[config.mk]
export PLATFORM = sky130hd
export DESIGN_NAME = rst_sequencer
export DESIGN_NICKNAME = d
export VERILOG_FILES = /design/src/rtl/rst_sequencer.sv
export SDC_FILE = /design/constraint.sdc
export NUM_CORES = 1
export LEC_CHECK = 0
export CORE_MARGIN = 4
export CORE_UTILIZATION = 26
export CTS_CLUSTER_DIAMETER = 120
export DETAILED_ROUTE_END_ITERATION = 12
export PLACE_DENSITY = 0.56
export SYNTH_ARGS = -nofsm -noshare
export SYNTH_HDL_FRONTEND = slang
export SYNTH_SLANG_ARGS = --single-unit
[constraint.sdc]
create_clock -name clk -period 1.85 [get_ports clk]
set_input_delay 0.2775 -clock clk [delete_from_list [all_inputs] [get_ports clk]]
set_output_delay 0.2775 -clock clk [all_outputs]
set_load 0.05 [all_outputs]
[src/rtl/rst_sequencer.sv]
// Reset sequencer: synchronizes release of the async rst and releases memory,
// pipeline and PC resets in fixed staggered order; also services soft resets.
module rst_sequencer #(
  parameter int SYNC_STAGES = 2,
  parameter int HOLD_CYCLES = 4,
  parameter int STAGGER     = 2,
  parameter int CNT_WIDTH   = 32
) (
  input  logic                 clk,
  input  logic                 rst,
  input  logic                 soft_rst_req,
  output logic                 rst_mem,
  output logic                 rst_pipe,
  output logic                 rst_pc,
  output logic                 sys_ready,
  output logic [CNT_WIDTH-1:0] cycle_cnt,
  output logic [7:0]           soft_rst_cnt
);

  localparam int MAX_WAIT = (HOLD_CYCLES > STAGGER) ? HOLD_CYCLES : STAGGER;
  localparam int CW       = (MAX_WAIT > 1) ? $clog2(MAX_WAIT) : 1;
  localparam logic [CW-1:0] HOLD_LAST = CW'(HOLD_CYCLES - 1);
  localparam logic [CW-1:0] STAG_LAST = CW'(STAGGER - 1);

  typedef enum logic [2:0] {
    S_SYNC,
    S_HOLD,
    S_REL_MEM,
    S_REL_PIPE,
    S_RUN
  } state_t;

  state_t                 state_reg;
  logic [SYNC_STAGES-1:0] sync_reg;
  logic [CW-1:0]          wait_reg;

  // Only the last synchronizer stage observes the release of rst.
  always_ff @(posedge clk or posedge rst) begin
    if (rst) begin
      sync_reg <= '0;
    end else begin
      sync_reg <= {sync_reg[SYNC_STAGES-2:0], 1'b1};
    end
  end

  always_ff @(posedge clk or posedge rst) begin
    if (rst) begin
      state_reg    <= S_SYNC;
      wait_reg     <= '0;
      rst_mem      <= 1'b1;
      rst_pipe     <= 1'b1;
      rst_pc       <= 1'b1;
      sys_ready    <= 1'b0;
      cycle_cnt    <= '0;
      soft_rst_cnt <= '0;
    end else begin
      // Counts on the registered sys_ready, so the capture edge of a soft reset still counts.
      if (sys_ready) begin
        cycle_cnt <= cycle_cnt + CNT_WIDTH'(1);
      end
      case (state_reg)
        S_SYNC: begin
          if (sync_reg[SYNC_STAGES-1]) begin
            state_reg <= S_HOLD;
            wait_reg  <= '0;
          end
        end
        S_HOLD: begin
          if (wait_reg == HOLD_LAST) begin
            rst_mem   <= 1'b0;
            state_reg <= S_REL_MEM;
            wait_reg  <= '0;
          end else begin
            wait_reg <= wait_reg + CW'(1);
          end
        end
        S_REL_MEM: begin
          if (wait_reg == STAG_LAST) begin
            rst_pipe  <= 1'b0;
            state_reg <= S_REL_PIPE;
            wait_reg  <= '0;
          end else begin
            wait_reg <= wait_reg + CW'(1);
          end
        end
        S_REL_PIPE: begin
          if (wait_reg == STAG_LAST) begin
            rst_pc    <= 1'b0;
            sys_ready <= 1'b1;
            state_reg <= S_RUN;
            wait_reg  <= '0;
          end else begin
            wait_reg <= wait_reg + CW'(1);
          end
        end
        S_RUN: begin
          // Soft reset re-enters the hold phase directly; the synchronizer is already settled.
          if (soft_rst_req) begin
            rst_mem   <= 1'b1;
            rst_pipe  <= 1'b1;
            rst_pc    <= 1'b1;
            sys_ready <= 1'b0;
            state_reg <= S_HOLD;
            wait_reg  <= '0;
            if (soft_rst_cnt != 8'hFF) begin
              soft_rst_cnt <= soft_rst_cnt + 8'd1;
            end
          end
        end
        default: begin
          state_reg <= S_SYNC;
          wait_reg  <= '0;
        end
      endcase
    end
  end

endmodule

==> qor.txt, run 1 <==
synth unique cells: 37
Num CTS Buffers: 5
slowest stage cell on the critical path: clkdlybuf4s50_1
clk slew on worst S/H paths: 0.09 ns
period utilization: 0.9635
commonest non-fill, non-tap cell in the layout: buf_4
placed cells: 380
final hold violations: 0
largest family of logic cells by synthesized area: simple AND/OR/NAND/NOR gates
top-area cell type share of the netlist area: 0.5000
worst setup margin: 0.06748 ns
TritonCTS clock tree: built
largest net degree at the start of global routing: 52
Root Driver: clkbuf_8
Top delay family on crit path: buffers and inverters
Via Count: 1782
layout cells sized above 1: 0.2893
Placer Congestion: 0.7859
DRC viols: 0
status: completed
Die Ht: 104.1 µm
Max Cap Violations: 0
I/O Pins: 47
WL per Instance: 13.40 µm
total global routing overflow: 0
first-pass GRT wire length: 8894 µm
Detailed Place HPWL: 3668 µm
skew final: 0.003760 ns
antenna viol nets, final: 0
most frequent cells in the layout: 45 x buf_4, 37 x dfrtp_1, 23 x xor2_1
Site Rows: 34
Total Routed Length: 5199 µm
Synth-to-Final Area Change: 28.59%
Ys Warns: 0
HP Class: primary input to async pin
initial antenna violation count: 0
n_diodes: 0
number of flops mapped to enable cells by yosys: 0
Crit path largest cell delay: 0.82 ns
register area share after synthesis: 0.5328
Compound-Gate Fraction of Synth Area: 0.04792
RSZ-0062 raised after global routing: false
finished layout cell area: 3089 µm²
vias in the first global route: 1712
Finished Core Util: 0.3491
Crit Path Category: register to output port
post-synthesis adder-cell area fraction: 0.03125
crit path time final: 1.783 ns
Final setup viols: 0
core area: 8848 µm²
max reg flops: 32
# port buffers: 46
H-tree depth: 2
DP Worst Slack: 0.1810 ns
Cell Count, Final, Fillers Out: 388
Pleak: 1.525 nW
Cell Chain, Critical Path: clkdlybuf4s50_1
simple-gate share of the synthesized area: 0.2115
Gate Count Post-Synth: 222
clk_lat worst skew: 0.29 ns
CP max FO: 3
initial drt markers: 89
Starting Density: 0.2715
CTS Sinks: 51
Post-Synthesis Cell Area: 2402 µm²
FF+latch count, synth: 51
Top FF cell, synth: dfrtp_1
fin. max-slew vios: 0
Crit path buffers/inverters: 1
Critical Path End Type: output port
fmax: 561.0 MHz
gr usage total: 0.09847
vias per cell: 4.593
syn nets: 231
Worst Setup Start Kind: register
Die Width: 104.1 µm
mux share of post-synthesis cell area: 0.009375
async set-reset flop share out of synthesis: 1.000
cell taking the most area after synthesis: dfrtp_1
placed cell area: 2985 µm²
fin nets: 288
worst path arrival time: 1.51 ns
deepest clock path buffer count: 2
Req. time, crit path: 1.57 ns
hold buffers post-CTS: 0
XOR/XNOR Fraction of Synth Area: 0.1385
Slew @ Worst Pin: 0.5023 ns
Die Footprint: 10840 µm²
DR pass1 iterations: 4
total chip power: 3.385 mW
Area contributors post-synth: dfrtp_1 50%, xor2_1 8.4%, xnor2_1 5.5%
Mean Syn Cell Area: 10.82 µm²
Worst slew margin: 0.6646
Peak VDD IR: 0.8420 mV
P per Cell Area: 1096 nW/µm²
-- power breakdown --
part	switching [mW]	leakage, nW	total, mW	internal, mW
Clock	0.356	0.0422	0.623	0.267
Combinational	0.796	0.830	1.25	0.450
Sequential	0.213	0.652	1.52	1.30
-- area by class of cell --
type	instances	area, µm²
Fill cell	898	5759
Sequential cell	51	1294
Multi-Input combinational cell	154	1076
Timing Repair Buffer	55	457.9
Tap cell	108	135.1
Clock buffer	7	76.32
Inverter	12	45.04
Clock inverter	1	5.005
-- synthesized netlist by cell type (all sizes together) (2+ instances only) --
cell and n:
xor2 23, nand4 10, nor3 10, dfstp 3
nand2 18, clkbuf 4, a211oi 2, inv 12
nor2 15, mux2 2, nand3 15, and2 2
ha 6, o21ai 7, nor4 8, and4 4
and3 3, dfrtp 48, nand2b 2, xnor2 15
-- cells by family after synthesis --
family          after synthesis
simple gates                 90
flops                        51
xor+xnor                     38
compound gates               17
buf+inv                      17
fa+ha+maj                     6
mux                           2
other cells                   1
-- final timing paths --
path	startpoint	to	slack, ns	depth (start not counted)
min in group clk	sync_reg[0]	sync_reg[1]	0.37	0
worst min-delay path	rst	cycle_cnt[24]	0.34	3
worst max register to register	cycle_cnt[4]	cycle_cnt[31]	0.19	4
max in group asynchronous	rst	rst_mem	1.24	3
worst min register to register	sync_reg[0]	sync_reg[1]	0.37	0
worst max-delay path	cycle_cnt[22]	cycle_cnt[22]	0.07	1
-- repair_timing --
item	in CTS	in global routing
endpoints found under the setup margin	0	6
resized for setup	0	6
setup buffers	0	0
-- per-layer routing --
metal	wire, µm	vias to the layer above	track usage
met5	0	-	0
met1	2596	870	0.1412
li1	-	879	-
met4	30	0	0.03039
met2	2377	31	0.1416
met3	196	2	0.02980
-- through the flow --
| step | setup TNS, ns | hold WS [ns] |
|---|---|---|
| 2_1_floorplan | -0.02120 | 0.3312 |
| 3_3_place_gp | 0 | 0.3340 |
| 3_5_place_dp | 0 | 0.3471 |
| 4_1_cts | 0 | 0.3471 |
| 5_1_grt | 0 | 0.3572 |
| 6_report | 0 | 0.3401 |
Note: power is estimated with default switching activity, not from simulation.
==> run 2, diff against run 1 <==
- CAP_MARGIN: unset -> 10
- CTS_CLUSTER_SIZE: unset -> 8
- SLEW_MARGIN: unset -> 40
==> results of run 2 <==
Same layout as run 1: the final DEF is identical, and so are final timing and power.
==> run 3, diff against run 2 <==
- SETUP_SLACK_MARGIN: unset -> 0.4
==> run 3 against run 2 <==
  * Wire length increased by 8.8%
  * Power up 5.4%
  * Combinational power increased by 11%
  * Non-clock buffer count increased by 23
  * Hold slack better by 0.018 ns
  * Clock power fell by 1%
  * Die area stayed put
  * Core utilization increased by 4.5 points
  * Critical path type is now register to register
==> qor.txt, run 3 (synthesis results as in run 1) <==
setup_tns: 0 ns
clk slew on worst S/H paths: 0.09 ns
commonest non-fill, non-tap cell in the layout: buf_4
vias in the first global route: 1927
layout cells sized above 1: 0.4884
Finished Core Util: 0.3938
finished layout cell area: 3485 µm²
Site Rows: 34
n_diodes: 0
core area: 8848 µm²
Root Driver: clkbuf_8
TritonCTS clock tree: built
Die Width: 104.1 µm
Critical Path End Type: register
Hold Path Origin: sync_reg[0]
Req. time, crit path: 2.07 ns
DRC viols: 0
Final setup viols: 0
deepest clock path buffer count: 2
Starting Density: 0.2715
fmax: 642.4 MHz
CP max FO: 5
most frequent cells in the layout: 63 x buf_4, 32 x dfrtp_2, 23 x xor2_1
vias per cell: 4.599
Synth-to-Final Area Change: 45.05%
skew final: 0.007421 ns
reg2reg end: cycle_cnt[31]
setup slack, reg-to-reg: 0.29 ns
fin. max-slew vios: 0
placed cells: 378
final hold violations: 0
antenna viol nets, final: 0
cell count of the worst reg-to-reg path: 4
Pleak: 1.663 nW
Peak VDD IR: 0.7381 mV
CTS Sinks: 51
Die Footprint: 10840 µm²
HP Class: register to register
worst r2r src: cycle_cnt[15]
Cell Count, Final, Fillers Out: 411
period utilization: 0.8414
Hold Path End: sync_reg[1]
Worst Setup Start Kind: register
crit path time final: 1.557 ns
H-tree depth: 2
# port buffers: 46
WL per Instance: 13.76 µm
Crit Path Category: register to register
worst setup margin: 0.2935 ns
fin nets: 311
Detailed Place HPWL: 3799 µm
I/O Pins: 47
status: completed
Die Ht: 104.1 µm
Total Routed Length: 5654 µm
Max Cap Violations: 0
first-pass GRT wire length: 9556 µm
Min-Delay Path Depth: 0
DR pass1 iterations: 4
gr usage total: 0.1069
P per Cell Area: 1024 nW/µm²
RSZ-0062 raised after global routing: true
total global routing overflow: 0
Placer Congestion: 0.7661
initial antenna violation count: 0
Hold WS: 0.3581 ns
clk_lat worst skew: 0.29 ns
largest net degree at the start of global routing: 52
total chip power: 3.568 mW
Via Count: 1890
placed cell area: 3114 µm²
worst path arrival time: 1.77 ns
hold buffers post-CTS: 0
Num CTS Buffers: 5
DP Worst Slack: 0.2256 ns
initial drt markers: 38
max reg flops: 32
## run 3: changes by cell type in the layout (fill, tap and decap cells not counted), moves of 5 or more
cell             previous run  this run
clkdlybuf4s15_2             0         8
dfrtp_1                    37        16
nor4_4                      0         6
nor4_2                      6         1
buf_4                      45        63
dfrtp_2                    11        32
nor3_1                      9         1
nor3_2                      1         8
## run 3: repair_timing
action / 4_1_cts / 5_1_grt
setup buffers: 14 / 11
hold endpoints to repair: 0 / 0
endpoints found under the setup margin: 28 / 33
pin swaps: 6 / 9
gates resized for setup: 32 / 19
## run 3: how the worst max path moves through the flow
| stage | startpoint | endpoint | slack [ns] | cells after the start |
|---|---|---|---|---|
| detailed placement | cycle_cnt[14] | cycle_cnt[31] | 0.23 | 4 |
| global route | cycle_cnt[15] | cycle_cnt[25] | 0.20 | 4 |
| floorplan | cycle_cnt[0] | cycle_cnt[18] | 0.11 | 5 |
| finish | cycle_cnt[15] | cycle_cnt[31] | 0.29 | 4 |
| global placement | cycle_cnt[13] | cycle_cnt[29] | 0.25 | 4 |
| CTS | cycle_cnt[0] | cycle_cnt[20] | 0.30 | 5 |
## run 3: final cells by class
| class | instances | area [µm²] |
|---|---|---|
| Multi-Input combinational cell | 154 | 1266 |
| Fill cell | 889 | 5364 |
| Timing Repair Buffer | 78 | 633.1 |
| Clock buffer | 7 | 76.32 |
| Tap cell | 108 | 135.1 |
| Clock inverter | 1 | 5.005 |
| Inverter | 12 | 48.80 |
| Sequential cell | 51 | 1320 |
## run 3: report_power, final
| group | switching [mW] | internal, mW | leakage [nW] |
|---|---|---|---|
| logic | 0.826 | 0.560 | 0.999 |
| clock network | 0.349 | 0.267 | 0.0422 |
| registers | 0.243 | 1.32 | 0.621 |
| total | 1.42 | 2.15 | 1.66 |
## run 3: layer usage
layer / part of all wire / vias to the layer above / global-route usage / wire length [µm]
met1: 0.48 / 923 / 0.1444 / 2740
met2: 0.46 / 34 / 0.1648 / 2614
met5: 0 / - / 0 / 0
met4: 0.0060 / 0 / 0.02849 / 34
li1: - / 931 / - / -
met3: 0.047 / 2 / 0.03476 / 265
## run 3: critical path, cell delays in order (launching register included)
cell	delay (ns)
dfrtp_2	0.39
nand4_2	0.14
or4_4	0.60
nor4_4	0.18
xor2_1	0.17
